### src/rtl/s2p_pkg.sv
// Shared types and helpers for the two-wire serial-to-one-hot receiver family.
// Define S2P_PARITY_EN to add one even-parity bit after the data bits of every frame.
package s2p_pkg;

  typedef logic [1:0] state_t;

  localparam state_t S_IDLE      = 2'd0;
  localparam state_t S_RECV      = 2'd1;
  localparam state_t S_WAIT_STOP = 2'd2;

  localparam int unsigned MAX_OUT_W = 256;

`ifdef S2P_PARITY_EN
  localparam int unsigned PARITY_BITS = 1;
`else
  localparam int unsigned PARITY_BITS = 0;
`endif

  // Number of scl-clocked bits that make up one complete frame.
  function automatic int unsigned frame_bits(input int unsigned data_w);
    return data_w + PARITY_BITS;
  endfunction

  // Bit counter must hold frame_bits(), which is at most data_w+1.
  function automatic int unsigned cnt_width(input int unsigned data_w);
    return $clog2(data_w + 2);
  endfunction

  // Rotated decode kept from the predecessor: v selects bit (v + out_w - 1) mod out_w.
  function automatic logic [MAX_OUT_W-1:0] onehot_map(input logic [7:0] v,
                                                      input int unsigned out_w);
    logic [MAX_OUT_W-1:0] oh;
    int unsigned          idx;
    oh       = '0;
    idx      = (32'(v) + out_w - 1) % out_w;
    oh[idx[7:0]] = 1'b1;
    return oh;
  endfunction

endpackage

### src/rtl/s2p_bus_cond.sv
// Two-wire bus conditioner: synchronises scl/sda into clk and flags START, STOP
// and scl rising edges from a prev/cur sample pair.
module s2p_bus_cond #(
  parameter int unsigned SYNC_STAGES = 2
) (
  input  logic clk,
  input  logic rst_n,
  input  logic i_scl,
  input  logic i_sda,
  output logic o_start_c,
  output logic o_stop_c,
  output logic o_scl_rise_c,
  output logic o_sda_cur_c
);

  logic [SYNC_STAGES-1:0] r_scl_sync;
  logic [SYNC_STAGES-1:0] r_sda_sync;
  logic                   r_scl_prev;
  logic                   r_sda_prev;
  logic                   w_scl_cur;
  logic                   w_sda_cur;

  assign w_scl_cur = r_scl_sync[SYNC_STAGES-1];
  assign w_sda_cur = r_sda_sync[SYNC_STAGES-1];

  // Reset to the idle bus level so release of reset never looks like an edge.
  always_ff @(posedge clk or negedge rst_n) begin
    if (!rst_n) begin
      r_scl_sync <= '1;
      r_sda_sync <= '1;
      r_scl_prev <= 1'b1;
      r_sda_prev <= 1'b1;
    end else begin
      r_scl_sync <= {r_scl_sync[SYNC_STAGES-2:0], i_scl};
      r_sda_sync <= {r_sda_sync[SYNC_STAGES-2:0], i_sda};
      r_scl_prev <= w_scl_cur;
      r_sda_prev <= w_sda_cur;
    end
  end

  assign o_start_c    = w_scl_cur & r_scl_prev &  r_sda_prev & ~w_sda_cur;
  assign o_stop_c     = w_scl_cur & r_scl_prev & ~r_sda_prev &  w_sda_cur;
  assign o_scl_rise_c = ~r_scl_prev & w_scl_cur;
  assign o_sda_cur_c  = w_sda_cur;

endmodule

### src/rtl/ser2par_onehot.sv
// Serial-to-one-hot expander: receives DATA_W-bit two-wire frames and decodes each good
// frame onto a 2**DATA_W one-hot bus. S2P_PARITY_EN adds an even-parity bit per frame.
module ser2par_onehot
  import s2p_pkg::*;
#(
  parameter  int unsigned DATA_W      = 4,
  parameter  int unsigned SYNC_STAGES = 2,
  localparam int unsigned OUT_W       = 1 << DATA_W
) (
  input  logic             clk,
  input  logic             rst_n,
  input  logic             scl,
  input  logic             sda,
  output logic [OUT_W-1:0] outhigh,
  output logic             data_valid,
  output logic             frame_err,
  output logic             busy
);

  localparam int unsigned FRAME_BITS = frame_bits(DATA_W);
  localparam int unsigned CNT_W      = cnt_width(DATA_W);

  logic                  w_start;
  logic                  w_stop;
  logic                  w_rise;
  logic                  w_sda;

  state_t                r_state;
  state_t                w_state_nxt;
  logic [CNT_W-1:0]      r_cnt;
  logic [CNT_W-1:0]      w_cnt_nxt;
  logic [CNT_W-1:0]      w_cnt_inc;
  logic [FRAME_BITS-1:0] r_shift;
  logic [FRAME_BITS-1:0] w_shift_nxt;
  logic                  r_stop_arm;
  logic                  w_stop_arm_nxt;
  logic [OUT_W-1:0]      w_outhigh_nxt;
  logic                  w_valid_nxt;
  logic                  w_err_nxt;
  logic                  w_busy_nxt;
  logic [DATA_W-1:0]     w_data;
  logic                  w_frame_ok;
  logic [OUT_W-1:0]      w_decoded;
  logic                  w_extra_bit;

  s2p_bus_cond #(
    .SYNC_STAGES (SYNC_STAGES)
  ) u_bus_cond (
    .clk          (clk),
    .rst_n        (rst_n),
    .i_scl        (scl),
    .i_sda        (sda),
    .o_start_c    (w_start),
    .o_stop_c     (w_stop),
    .o_scl_rise_c (w_rise),
    .o_sda_cur_c  (w_sda)
  );

  assign w_cnt_inc = r_cnt + CNT_W'(1);
  assign w_data    = r_shift[FRAME_BITS-1 -: DATA_W];
  assign w_decoded = OUT_W'(onehot_map(8'(w_data), OUT_W));

`ifdef S2P_PARITY_EN
  assign w_frame_ok = ~(^r_shift);
`else
  assign w_frame_ok = 1'b1;
`endif

  // A frame ending in a 1 needs one clock with sda low to set up STOP; only that
  // single low clock is tolerated, anything else after the last bit is an extra bit.
  assign w_extra_bit = w_rise & (w_sda | r_stop_arm);

  always_ff @(posedge clk or negedge rst_n) begin
    if (!rst_n) begin
      r_state <= S_IDLE;
    end else begin
      r_state <= w_state_nxt;
    end
  end

  always_comb begin
    w_state_nxt = r_state;
    case (r_state)
      S_IDLE: begin
        if (w_start) w_state_nxt = S_RECV;
      end
      S_RECV: begin
        if (w_start)                                  w_state_nxt = S_RECV;
        else if (w_stop)                              w_state_nxt = S_IDLE;
        else if (w_rise && w_cnt_inc == CNT_W'(FRAME_BITS)) w_state_nxt = S_WAIT_STOP;
      end
      S_WAIT_STOP: begin
        if (w_start)          w_state_nxt = S_RECV;
        else if (w_stop)      w_state_nxt = S_IDLE;
        else if (w_extra_bit) w_state_nxt = S_IDLE;
      end
      default: w_state_nxt = S_IDLE;
    endcase
  end

  // Next values for the datapath and the registered outputs.
  always_comb begin
    w_cnt_nxt      = r_cnt;
    w_shift_nxt    = r_shift;
    w_stop_arm_nxt = r_stop_arm;
    w_outhigh_nxt  = outhigh;
    w_valid_nxt    = 1'b0;
    w_err_nxt      = 1'b0;
    w_busy_nxt     = (w_state_nxt != S_IDLE);
    case (r_state)
      S_IDLE: begin
        if (w_start) begin
          w_cnt_nxt      = '0;
          w_shift_nxt    = '0;
          w_stop_arm_nxt = 1'b0;
        end
      end
      S_RECV: begin
        if (w_start) begin
          w_cnt_nxt      = '0;
          w_shift_nxt    = '0;
          w_stop_arm_nxt = 1'b0;
        end else if (w_stop) begin
          w_err_nxt = 1'b1;
        end else if (w_rise) begin
          w_shift_nxt = (r_shift << 1) | FRAME_BITS'(w_sda);
          w_cnt_nxt   = w_cnt_inc;
        end
      end
      S_WAIT_STOP: begin
        if (w_start) begin
          w_cnt_nxt      = '0;
          w_shift_nxt    = '0;
          w_stop_arm_nxt = 1'b0;
        end else if (w_stop) begin
          if (w_frame_ok) begin
            w_outhigh_nxt = w_decoded;
            w_valid_nxt   = 1'b1;
          end else begin
            w_err_nxt = 1'b1;
          end
        end else if (w_extra_bit) begin
          w_err_nxt = 1'b1;
        end else if (w_rise) begin
          w_stop_arm_nxt = 1'b1;
        end
      end
      default: ;
    endcase
  end

  always_ff @(posedge clk or negedge rst_n) begin
    if (!rst_n) begin
      r_cnt      <= '0;
      r_shift    <= '0;
      r_stop_arm <= 1'b0;
      outhigh    <= '0;
      data_valid <= 1'b0;
      frame_err  <= 1'b0;
      busy       <= 1'b0;
    end else begin
      r_cnt      <= w_cnt_nxt;
      r_shift    <= w_shift_nxt;
      r_stop_arm <= w_stop_arm_nxt;
      outhigh    <= w_outhigh_nxt;
      data_valid <= w_valid_nxt;
      frame_err  <= w_err_nxt;
      busy       <= w_busy_nxt;
    end
  end

endmodule

### config.mk
export PLATFORM = sky130hd
export DESIGN_NAME = ser2par_onehot
export DESIGN_NICKNAME = d
export VERILOG_FILES = /design/src/rtl/s2p_pkg.sv /design/src/rtl/s2p_bus_cond.sv /design/src/rtl/ser2par_onehot.sv
export SDC_FILE = /design/constraint.sdc
export NUM_CORES = 1
export LEC_CHECK = 0
export CAP_MARGIN = 20
export CORE_MARGIN = 2
export CORE_UTILIZATION = 50
export CTS_CLUSTER_DIAMETER = 80
export DETAILED_ROUTE_END_ITERATION = 6
export PLACE_DENSITY_LB_ADDON = 0.25
export SYNTH_ARGS = -nofsm -noshare
export SYNTH_HDL_FRONTEND = slang
export SYNTH_SLANG_ARGS = --single-unit
### constraint.sdc
create_clock -name clk -period 5.8 [get_ports clk]
set_clock_uncertainty 0.2 [all_clocks]
set_input_delay 0.87 -clock clk [delete_from_list [all_inputs] [get_ports clk]]
set_output_delay 0.87 -clock clk [all_outputs]
set_load 0.005 [all_outputs]
# Yosys cells after proc, flatten, opt, wreduce, memory -nomap -nowiden
# Cells that the tools add are included.
[word_totals] register_bits=35 inputBits=4 output_inout_bits=19 word_cells=84
[op_classes] add_sub_neg=3 magnitude_cmp=2 n_eq_ne=10 mux=33 bitwise_logic=13 n_reduce_logical=11
[ops] op="4-bit 2-to-1 mux" count=4
[ops] op="3-bit by 2-bit inequality test with 1-bit output, second input constant" count=5
[ops] op="2-bit 2-to-1 mux" count=7
[ops] op="1-bit 2-to-1 mux" count=12
[ops] op="3-bit 2-to-1 mux" count=4
[ops] op="4-bit by 9-bit less-than comparator with 1-bit output, second input constant" count=1
[ops] op="4-bit case mux with 2 select lines" count=1
[ops] op="1-bit AND" count=7
[ops] op="2-bit case mux with 3 select lines" count=1
[ops] op="3-bit case mux with 2 select lines" count=1
[ops] op="2-bit nonzero test" count=3
[ops] op="5-bit AND reduction" count=1
[ops] op="4-bit by 1-bit adder with 4-bit output, second input constant" count=1
[ops] op="1-bit demux with 4-bit select" count=1
[ops] op="4-bit by 1-bit >= comparator with 1-bit output, second input constant" count=1
[ops] op="2-bit by 1-bit inequality test with 1-bit output, second input constant" count=2
[ops] op="1-bit inverter" count=4
[ops] op="4-bit by 1-bit OR with 4-bit output" count=1
[ops] op="1-bit case mux with 2 select lines" count=2
[ops] op="4-bit AND reduction" count=1
[ops] op="2-bit OR reduction" count=2
[ops] op="4-bit by 1-bit subtractor with 4-bit output, second input constant" count=1
[ops] op="3-bit by 1-bit adder with 3-bit output, second input constant" count=1
[ops] op="3-bit == test, second input constant" count=1
[ops] op="6 further kinds" count=7

# Longest topological paths before layout
# Gate-level depths: netlist of run 1.
[logic_depth] ltp_word=8 depth_mapped=7

# Modules after synthesis
# From an unflattened synthesis of run 1, not the netlist that was laid out.
[hier_totals] cells_unflattened=137 area_unflattened_um2=1552.7
[modules_own_cells] mod="ser2par_onehot" instances=1 cells_per_inst=128 area_per_inst_um2=1368.8
[modules_own_cells] mod="s2p_bus_cond" instances=1 cells_per_inst=9 area_per_inst_um2=183.9

# Worst setup path after synthesis of run 1
# OpenSTA, ideal clock, no wires.
[synth_path] path_type="register -> register" from="register r_state[0]" to="register r_stop_arm" setup_time_ns=0.077 t_arrival_ns=1.617 t_required_ns=5.523 slack_ns=3.905 path_stages_with_launch=7 synth_period_minus_slack_ns=1.895 cell_sequence="dfrtp_1 inv_1 ha_1 or2_2 a221oi_1 a31oi_1 a21oi_1"
[synth_via] elab_chain_cells=4
[synth_rtl] item="start: declaration" line="ser2par_onehot.sv:28" source="state_t r_state;"
[synth_rtl] item="start signal: assignment" line="ser2par_onehot.sv:77" source="r_state <= w_state_nxt;"
[synth_rtl] item="2-bit by 1-bit == test with 1-bit output / 2-bit zero test (equally long branches)" line="ser2par_onehot.sv:110" source="case (r_state)"
[synth_rtl] item="2-bit OR reduction (no line)"
[synth_rtl] item="2-bit by 1-bit inequality test with 1-bit output (no line) / 2-bit nonzero test (equally long branches)"
[synth_rtl] item="5-bit AND reduction (no line)"
[synth_rtl] item="end signal: assignment" line="ser2par_onehot.sv:164" source="r_stop_arm <= w_stop_arm_nxt;"
[synth_rtl] item="end: declaration" line="ser2par_onehot.sv:35" source="logic r_stop_arm;"
# Several ways; a longest one is shown, not always the timed one.
# A chain may end at the register's enable or synchronous reset.

# Worst setup path after layout of run 1
[layout_path] from="register outhigh[1]" to="output outhigh[1]"
[layout_lines] item="start: declaration" line="ser2par_onehot.sv:14" source="output logic [OUT_W-1:0] outhigh,"
[layout_lines] item="start signal: assignment" line="ser2par_onehot.sv:165" source="outhigh <= w_outhigh_nxt;"
# No word-level cell between the ends.

==> results of run 1 <==
[registers in the layout, summed over array words and instances, names as in the netlist]
signal                 flops
outhigh                   16
r_shift                    4
r_cnt                      3
r_state                    2
u_bus_cond.r_scl_sync      2
u_bus_cond.r_sda_sync      2
busy                       1
data_valid                 1
frame_err                  1
r_stop_arm                 1
u_bus_cond.r_scl_prev      1
u_bus_cond.r_sda_prev      1
[logic make-up after synthesis]
logic type / share of synthesized area, %
AOI/OAI and AO/OA: 17.59
muxes: 4.552
and+or+nand+nor: 14.58
buffers and inverters: 4.166
adders and majority gates: 4.630
DFF: 54.48
[cell usage in the layout, fill, tap and decap left out, types with 2 or more instances in the layout]
cell type,n
dfrtp_1,29
clkbuf_1,2
o21ai_0,2
o41ai_1,3
clkdlybuf4s50_1,22
a21oi_1,3
and4b_1,2
nor3_1,3
dfstp_2,6
inv_1,10
mux2i_1,4
nand2_1,28
o41ai_2,3
o31ai_1,9
mux2_2,3
ha_1,6
a31oi_1,2
nor2_1,4
nand2b_1,4
clkbuf_4,5
[worst max-delay path by stage]
stage | startpoint | end | slack [ns]
after floorplan | r_state[0] | r_stop_arm | 3.91
after detailed placement | r_state[0] | outhigh[1] | 3.66
final | outhigh[1] | outhigh[1] | 3.49
after CTS | outhigh[1] | outhigh[1] | 3.49
after global placement | r_state[0] | r_stop_arm | 3.75
after global routing | r_state[0] | outhigh[3] | 3.44
[power by group through the flow]
| stage | Clock, mW | Sequential (mW) | Combinational, mW |
|---|---|---|---|
| 2_1_floorplan | 0 | 0.290 | 0.122 |
| 3_3_place_gp | 0 | 0.306 | 0.147 |
| 3_5_place_dp | 0 | 0.306 | 0.148 |
| 4_1_cts | 0.127 | 0.302 | 0.149 |
| 5_1_grt | 0.136 | 0.306 | 0.164 |
| 6_report | 0.123 | 0.302 | 0.147 |
[area by class of cell]
| class | count | share of cell area (%) |
|---|---|---|
| well taps | 44 | 2.861 |
| clock inverters | 1 | 0.2601 |
| repair buffers | 23 | 11.83 |
| multi-input cells | 95 | 34.85 |
| clock buffers | 7 | 2.341 |
| inverters | 10 | 1.951 |
| flip-flops and latches | 35 | 45.90 |
[stage by stage]
step / power (mW) / area (sq um) / utilization (%) / hold slack [ns]
floorplan: 0.4120 / 1622 / - / 0.1452
global placement: 0.4530 / 1874 / 60.89 / 0.1459
detailed placement: 0.4536 / 1874 / 60.89 / 0.1472
CTS: 0.5771 / 1924 / 62.52 / 0.1605
global route: 0.6067 / 1924 / 62.52 / 0.1628
finish: 0.5724 / 1924 / 62.52 / 0.1592
[routing by layer]
| layer | global-route usage, % | vias up | routed length [microns] |
|---|---|---|---|
| met2 | 32.87 | 30 | 1580 |
| met1 | 23.31 | 578 | 1349 |
| met3 | 6.610 | 10 | 151 |
| met5 | 0 | - | 0 |
| li1 | - | 567 | - |
| met4 | 8.696 | 0 | 70 |
==> metrics.cfg, run 1 <==
[synth]
ys_top_cells_by_count = dfrtp_1 (29), nand2_1 (28), inv_1 (10)
syn_inst = 147
yosysWarnings = 0
synth_seq_area_share_pct = 54.48
synth_top_flop_cell = dfrtp_1
netlist_top_cells_area = dfrtp_1 (45%), dfstp_2 (9.7%), nand2_1 (6.5%), ha_1 (4.6%), o31ai_1 (4.2%)
yosysTopAreaCell = dfrtp_1
synth_cell_type_count = 38
synth_seq_cells = 35
synth.most_common_cell = dfrtp_1
synth_top_area_share_pct = 44.75
synth-edff-count = 0
async_flop_share_pct = 100.0
synth_area_sq_um = 1622
syn_nets = 157
avgSynthCellArea_sq_um = 11.03

[hold_path]
min_to = u_bus_cond.r_scl_sync[1]
worst_hold_path_type = reg2reg
worstHoldPathCells = 0
hp-start = u_bus_cond.r_scl_sync[0]

[worst_setup_path]
critPathKind = reg2out
required_ns = 4.73
path_buf_inv = 1
slowest_delay_ns = 0.51
cp_data_arrival_time_ns = 1.24
start_kind = flip-flop
cp_slowest_cell = clkdlybuf4s50_1
worst_r2r_path_depth = 4
cp.depth = 1
r2r-start = r_state[0]
cp_cell_sequence = clkdlybuf4s50_1
regToRegEndpoint = outhigh[1]
end_kind = primary output
critPathTopFamily = buffers and inverters
critical_path.max_fanout = 2
r2r_slack_ns = 3.62

[power_and_ir_drop]
p_clk_share_pct = 21.4
p_leak_nw = 0.8373
swShare_pct = 32.75
internal-power_mw = 0.3849
pwr-share-seq_pct = 52.8
pwr-share-comb_pct = 25.8
switching_power_mw = 0.1875
peakVddDrop_mv = 0.1318
power.density_nw_per_um2 = 297.5

[floorplanning]
ioPinCount = 23
start_util_pct = 52.68
rows = 20
fp.coreArea_sq_um = 3078
die_y_microns = 60.95
die_width_microns = 60.95
dieArea_sq_um = 3715

[placed_design]
dp_hpwl_microns = 2219
port_buffers = 22
place_ws_ns = 3.663
dpl.cell_count = 207
finalWeightedCongestion = 0.9045

[cells_and_area]
register_area_sq_um = 883.3
final_cells = 215
antennaDiodeCount = 0
drive_gt1_share_pct = 14.62
num-nets-final = 180
nFillCells = 247
area_delta_synth_final_pct = 18.67
multi_input_area_sq_um = 670.6

[clock_network]
cts_hold_buf = 0
clk_path_buf_depth = 2
clockRootBuffer = clkbuf_4
cts_max_level = 2
cts_tree = yes
post-cts-setup-buffer-count = 0
clk_pin_slew_ns = 0.10
cts_resized = 0
cts_sinks = 35
insertion_delay_ns = 0.34
cts_buffers = 5

[sta]
tightest_slew_ns = 0.5647
setup_slack_ns = 3.490
hold_violations = 0
fmax_ghz = 0.4330
slew_viol_final = 0
slew_headroom_pct = 62.22
period_needed_ns = 2.310
fin_crit_sh_pct = 39.82
setup_violations = 0
finalSetupTns_ns = 0
rsz0062_at_grt = no

[routing]
drtAntennaViolNets = 0
vias = 1185
drt-initial-drc-count = 50
wl_per_cell_microns = 14.66
drc = 0
first_pass_iters = 4
avgViaCountPerCell = 5.512
postRouteWirelength_microns = 3151

[global_routing]
grt_use_total_pct = 19.76
grt_overflow_total = 0
grt_pass1_vias = 1156
grt_max_degree = 36
antenna_found_initial = 0
grt_pass1_wl_microns = 5264

[run]
maxCapViolations = 0

[status]
status = complete, no violations

Note: power is estimated with default switching activity, not from simulation.
==> run 2, diff against run 1 <==
==> constraint.sdc (replaced) <==
create_clock -name clk -period 2.3 [get_ports clk]
set_clock_uncertainty 0.2 [all_clocks]
set_input_delay 0.345 -clock clk [delete_from_list [all_inputs] [get_ports clk]]
set_output_delay 0.345 -clock clk [all_outputs]
set_load 0.005 [all_outputs]
==> metrics.cfg, run 2 (same netlist as run 1, synthesis figures left out) <==
[status]
status = complete, no violations

[sta]
slew_headroom_pct = 65.79  ; +3.6 points
slew_viol_final = 0  ; unchanged
hold_violations = 0  ; unchanged
setup_violations = 0  ; unchanged
fin_crit_sh_pct = 91.24
whs_ns = 0.1606  ; +0.001405 ns
period_needed_ns = 2.098
finalSetupTns_ns = 0  ; unchanged
rsz0062_at_grt = no
fmax_ghz = 0.4765
tightest_slew_ns = 0.5092  ; -0.05552 ns

[global_routing]
grt_pass1_wl_microns = 5568  ; +5.8%
grt_overflow_total = 0  ; unchanged
grt_use_total_pct = 21.20  ; +1.4 points
antenna_found_initial = 0  ; unchanged
grt_pass1_vias = 1187  ; +2.7%
grt_max_degree = 36  ; unchanged

[routing]
drtAntennaViolNets = 0  ; unchanged
avgViaCountPerCell = 5.645  ; +2.4%
postRouteWirelength_microns = 3293  ; +4.5%
first_pass_iters = 4  ; unchanged
vias = 1225  ; +3.4%
wl_per_cell_microns = 15.18  ; +3.5%
drt-initial-drc-count = 60  ; +20%
drc = 0  ; unchanged

[worst_setup_path]
startpoint = r_state[0]
end_kind = flip-flop
r2r_slack_ns = 0.20  ; -3.42 ns
critPathKind = reg2reg
critical_path.max_fanout = 8  ; +6
r2r-start = r_state[0]
start_kind = flip-flop
cp_data_arrival_time_ns = 2.17  ; +0.93 ns
required_ns = 2.37  ; -2.36 ns
regToRegEndpoint = r_stop_arm
worst_r2r_path_depth = 6  ; +2

[power_and_ir_drop]
power.density_nw_per_um2 = 802.2  ; +170%
p_leak_nw = 0.8541  ; +2.0%
peakVddDrop_mv = 0.3733  ; +180%

[placed_design]
port_buffers = 22  ; unchanged
dp_hpwl_microns = 2329  ; +5.0%
postPlaceCellArea_sq_um = 1889  ; +0.80%
finalWeightedCongestion = 0.8823  ; -2.5%

[cells_and_area]
largest_registers = outhigh: 16 flops, r_shift: 4 flops, r_cnt: 3 flops
largest_register_ffs = 16  ; unchanged
largest_register = outhigh
area_delta_synth_final_pct = 21.30
layout_commonest_cell = dfrtp_1
mostFrequentLayoutCells = dfrtp_1 (29), nand2_1 (28), clkdlybuf4s50_1 (22)
num-nets-final = 182  ; +1.1%
nFillCells = 283  ; +15%
antennaDiodeCount = 0  ; unchanged
drive_gt1_share_pct = 16.18  ; +1.6 points
stdcell_area_sq_um = 1967  ; +2.2%

[floorplanning]
die_y_microns = 60.95  ; unchanged
start_util_pct = 52.68  ; unchanged
dieArea_sq_um = 3715  ; unchanged
ioPinCount = 23  ; unchanged
fp.coreArea_sq_um = 3078  ; unchanged
rows = 20  ; unchanged
die_width_microns = 60.95  ; unchanged

[clock_network]
clk_pin_slew_ns = 0.11  ; about the same
cts_hold_buf = 0  ; unchanged
post-cts-setup-buffer-count = 0  ; unchanged
cts_sinks = 35  ; unchanged
clockRootBuffer = clkbuf_4
cts_tree = yes
cts_buffers = 5  ; unchanged
cts_resized = 0  ; unchanged
cts_max_level = 2  ; unchanged
clk_path_buf_depth = 2  ; unchanged
insertion_delay_ns = 0.34  ; about the same

[hold_path]
min_to = u_bus_cond.r_scl_sync[1]
worst_hold_path_type = reg2reg
worstHoldPathCells = 0  ; unchanged
hp-start = u_bus_cond.r_scl_sync[0]

[run]
maxCapViolations = 0  ; unchanged

run 2: cell count changes in the layout (fill, tap and decap cells not counted):
cell,change
buf_4,+2
bufinv_16,+1
ha_2,+1
ha_1,-1
clkinv_2,-1
run 2: power by group:
group | leakage (nW) | switching [mW] | total [mW] | internal, mW
registers | 0.463 | 0.0882 | 0.765 | 0.677
clock network | 0.0395 | 0.205 | 0.436 | 0.231
logic | 0.352 | 0.201 | 0.377 | 0.176
total | 0.854 | 0.494 | 1.58 | 1.08
run 2: final cells by class:
class                      count  area, sq um  share of cell area, %
sequential                    35        883.3                  44.91
timing repair buffer          25        242.7                  12.34
inverter                      10        37.54                  1.908
multi-input combinational     95        673.1                  34.22
clock inverter                 1        30.03                  1.527
tap                           44        55.05                  2.799
clock buffer                   7        45.04                  2.290
run 2: worst max path at each step:
| stage | slack (ns) | to | cells after the start |
|---|---|---|---|
| 2_1_floorplan | 0.41 | r_stop_arm | 6 |
| 3_5_place_dp | 0.20 | outhigh[6] | 5 |
| 4_1_cts | 0.18 | outhigh[6] | 5 |
| 3_3_place_gp | 0.27 | r_stop_arm | 6 |
| 6_report | 0.20 | r_stop_arm | 6 |
| 5_1_grt | 0.03 | r_stop_arm | 6 |
run 2: critical path: stages, from the launching register on:
cell and delay [ns]:
dfrtp_1 0.56, inv_1 0.12, ha_1 0.28, or2_2 0.29, a221oi_1 0.32, a31oi_1 0.13, a21oi_1 0.12
run 2: per-layer routing:
layer | global-route usage (%) | part of all wire [%] | vias up | wire length, microns
li1 | - | - | 572 | -
met1 | 25.41 | 42 | 598 | 1392
met2 | 34.87 | 51 | 43 | 1675
met3 | 6.610 | 4.6 | 12 | 152
met4 | 9.938 | 2.2 | 0 | 73
met5 | 0 | 0 | - | 0
run 2: metrics by stage:
step	util, %	cells	power (mW)	worst slack (ns)
5_1_grt	63.90	217	1.667	0.02674
6_report	63.90	217	1.578	0.2015
4_1_cts	63.82	217	1.591	0.1769
3_5_place_dp	61.38	209	1.153	0.2049
2_1_floorplan	-	147	1.039	0.4052
3_3_place_gp	61.38	209	1.144	0.2742
==> run 3, diff against run 2 <==
--- a/config.mk
+++ b/config.mk
@@ -8,9 +8,10 @@
 export CAP_MARGIN = 20
 export CORE_MARGIN = 2
 export CORE_UTILIZATION = 50
-export CTS_CLUSTER_DIAMETER = 80
+export CTS_CLUSTER_SIZE = 20
 export DETAILED_ROUTE_END_ITERATION = 6
 export PLACE_DENSITY_LB_ADDON = 0.25
 export SYNTH_ARGS = -nofsm -noshare
 export SYNTH_HDL_FRONTEND = slang
+export SYNTH_HIERARCHICAL = 1
 export SYNTH_SLANG_ARGS = --single-unit
==> metrics.cfg, run 3 <==
[sta]
fmax_ghz = 0.4743  ; -0.47%
slew_viol_final = 0  ; unchanged
hold_violations = 0  ; unchanged
tightest_slew_ns = 0.4391  ; -0.07003 ns
slew_headroom_pct = 70.73  ; +4.9 points
period_needed_ns = 2.108  ; +0.009854 ns
fin_crit_sh_pct = 91.67  ; +0.43 points
finalSetupTns_ns = 0  ; unchanged
rsz0062_at_grt = no
setup_violations = 0  ; unchanged

[routing]
wl_per_cell_microns = 14.61  ; -3.7%
postRouteWirelength_microns = 2937  ; -11%
drt-initial-drc-count = 48  ; -20%
first_pass_iters = 4  ; unchanged
drtAntennaViolNets = 0  ; unchanged
drc = 0  ; unchanged
avgViaCountPerCell = 5.642  ; about the same
vias = 1134  ; -7.4%

[clock_network]
cts_hold_buf = 0  ; unchanged
cts_tree = yes
cts_max_level = 2  ; unchanged
clk_pin_slew_ns = 0.10  ; about the same
clockRootBuffer = clkbuf_4
post-cts-setup-buffer-count = 0  ; unchanged
insertion_delay_ns = 0.34  ; about the same
clk_path_buf_depth = 2  ; unchanged
cts_resized = 0  ; unchanged
cts_sinks = 35  ; unchanged
cts_buffers = 5  ; unchanged

[power_and_ir_drop]
pwr-share-seq_pct = 52.8  ; +4.3 points
swShare_pct = 30.44  ; -0.89 points
p_leak_nw = 0.8271  ; -3.2%
pwr-share-comb_pct = 21.7  ; -2.2 points
internal-power_mw = 0.9504  ; -12%
p_clk_share_pct = 25.5  ; -2.1 points
p_total_mw = 1.366  ; -13%
switching_power_mw = 0.4159  ; -16%
power.density_nw_per_um2 = 723.7  ; -9.8%
peakVddDrop_mv = 0.3587  ; -3.9%

[synth]
synth-edff-count = 0  ; unchanged
synth_seq_area_share_pct = 56.89  ; +2.4 points
synth_area_sq_um = 1553  ; -4.2%
syn_nets = 147  ; -6.4%
synth_top_family_by_area = compound AO/OA/AOI/OAI gates
netlist_top_cells_area = dfrtp_1 (47%), dfstp_2 (10%), nand2_1 (7.0%), ha_1 (4.8%), o31ai_1 (4.4%)
synth_top_area_share_pct = 46.74  ; +2.0 points
yosysTopAreaCell = dfrtp_1
synth_seq_cells = 35  ; unchanged
yosys.area_share.simple_pct = 14.83  ; +0.24 points
synth_cell_type_count = 32  ; -16%
synth_mux_area_share_pct = 4.835  ; +0.28 points
synth_fa_ha_area_share_pct = 4.835  ; +0.21 points
synthXorXnorAreaFrac_pct = 0  ; unchanged
async_flop_share_pct = 100.0  ; unchanged
synth_top_flop_cell = dfrtp_1
yosysWarnings = 6  ; +6
avgSynthCellArea_sq_um = 11.33  ; +2.7%
synth-compound-area-share_pct = 14.91  ; -2.7 points
syn_inst = 137  ; -6.8%
ys_top_cells_by_count = dfrtp_1 (29), nand2_1 (29), inv_1 (9), o31ai_1 (9)

[worst_setup_path]
critPathKind = reg2reg
cp_cell_sequence = inv_1 > ha_1 > nor2b_1 > a221o_1 > a21oi_1 > a21oi_1
required_ns = 2.33  ; -0.04 ns
end_kind = flip-flop
start_kind = flip-flop
cp_data_arrival_time_ns = 2.14  ; -0.03 ns
slowest_delay_ns = 0.49  ; -0.07 ns
crit_top_cell = a21oi_1
cp_slowest_cell = dfrtp_1
critical_path.max_fanout = 7  ; -1
r2r_slack_ns = 0.19  ; about the same

[placed_design]
dp_hpwl_microns = 2044  ; -12%
finalWeightedCongestion = 0.8834  ; +0.12%
port_buffers = 22  ; unchanged

[hold_path]
worst_hold_path_type = reg2reg

[global_routing]
grt_pass1_wl_microns = 4968  ; -11%
grt_overflow_total = 0  ; unchanged
grt_use_total_pct = 19.14  ; -2.1 points
grt_pass1_vias = 1057  ; -11%
grt_max_degree = 36  ; unchanged
antenna_found_initial = 0  ; unchanged

[status]
status = complete, no violations

[floorplanning]
dieArea_sq_um = 3567  ; -4.0%
start_util_pct = 51.71  ; -0.97 points
fp.coreArea_sq_um = 3003  ; -2.4%
die_width_microns = 59.73  ; -2.0%
die_y_microns = 59.73  ; -2.0%
ioPinCount = 23  ; unchanged
rows = 20  ; unchanged

[cells_and_area]
mostFrequentLayoutCells = nand2_1 (29), dfrtp_1 (29), clkdlybuf4s50_1 (22)
drive_gt1_share_pct = 13.10  ; -3.1 points
largest_register = outhigh
num-nets-final = 177  ; -2.7%
largest_registers = outhigh: 16 flops, r_shift: 4 flops, r_cnt: 3 flops
post-route-util_pct = 62.88  ; -1.0 points
antennaDiodeCount = 0  ; unchanged
area_delta_synth_final_pct = 21.60
largest_register_ffs = 16  ; unchanged

[run]
maxCapViolations = 0  ; unchanged

run 3: changes by cell type after synthesis, sizes merged, moves of 2 or more:
| cell | previous run | this run |
|---|---|---|
| mux2 | 3 | 1 |
| mux2i | 4 | 6 |
| nor3b | 0 | 2 |
| clkbuf | 4 | 2 |
| nor2b | 0 | 3 |
| nand2b | 4 | 2 |
| a21oi | 3 | 5 |
run 3: power groups by stage:
stage               logic [mW]  clock network [mW]  registers, mW
finish                   0.297               0.348          0.721
CTS                      0.296               0.360          0.721
floorplan                0.208                   0          0.717
detailed placement       0.293                   0          0.732
global placement         0.280                   0          0.727
global route             0.325               0.393          0.730
run 3: cell type report:
class                      instances  area (sq um)
sequential                        35         883.3
inverter                           9         33.78
tap                               33         41.29
multi-input combinational         89         611.8
timing repair buffer              27         257.7
clock buffer                       7         55.05
fill                             254          1115
clock inverter                     1         5.005
run 3: cells by family (layout without fill, tap and decap cells):
group | after synthesis | count (layout)
buffers and inverters | 13 | 44
AND/OR/NAND/NOR | 47 | 47
multiplexers | 7 | 7
AO/OA/AOI/OAI | 29 | 29
flip-flops | 35 | 35
adder cells (fa/ha/maj) | 6 | 6
run 3: final timing paths:
kind,startpoint,endpoint,cells past startpoint
worst max register to register,r_state[0],busy,6
max in group asynchronous,rst_n,u_bus_cond/r_sda_prev,2
worst max-delay path,r_state[0],busy,6
worst min-delay path,u_bus_cond/r_scl_sync[0],u_bus_cond/r_scl_sync[1],0
min in group asynchronous,rst_n,outhigh[6],2
worst min register to register,u_bus_cond/r_scl_sync[0],u_bus_cond/r_scl_sync[1],0
run 3: worst max-delay path: cells and delay by family (launching register included):
family                     cells  cell delay, ns
DFF                            1            0.49
and+or+nand+nor                1            0.18
adders and majority gates      1            0.30
buffers and inverters          1            0.13
AOI/OAI and AO/OA              3            0.68
run 3: routing by layer:
| metal | vias up | global-route usage [%] | wire length, microns |
|---|---|---|---|
| li1 | 545 | - | - |
| met2 | 40 | 27.02 | 1293 |
| met5 | - | 0 | 0 |
| met3 | 10 | 8.009 | 157 |
| met4 | 0 | 6.349 | 54 |
| met1 | 539 | 26.71 | 1431 |
run 3: metrics by stage:
| step | hold WS (ns) | cell area (sq um) | setup WS [ns] | instances |
|---|---|---|---|---|
| floorplan | -0.1506 | 1553 | 0.3248 | 137 |
| detailed placement | 0.1515 | 1828 | 0.1965 | 193 |
| global route | 0.1679 | 1888 | 0.1053 | 201 |
| finish | 0.1631 | 1888 | 0.1917 | 201 |
| global placement | 0.1459 | 1828 | 0.2708 | 193 |
| CTS | 0.1664 | 1888 | 0.1905 | 201 |
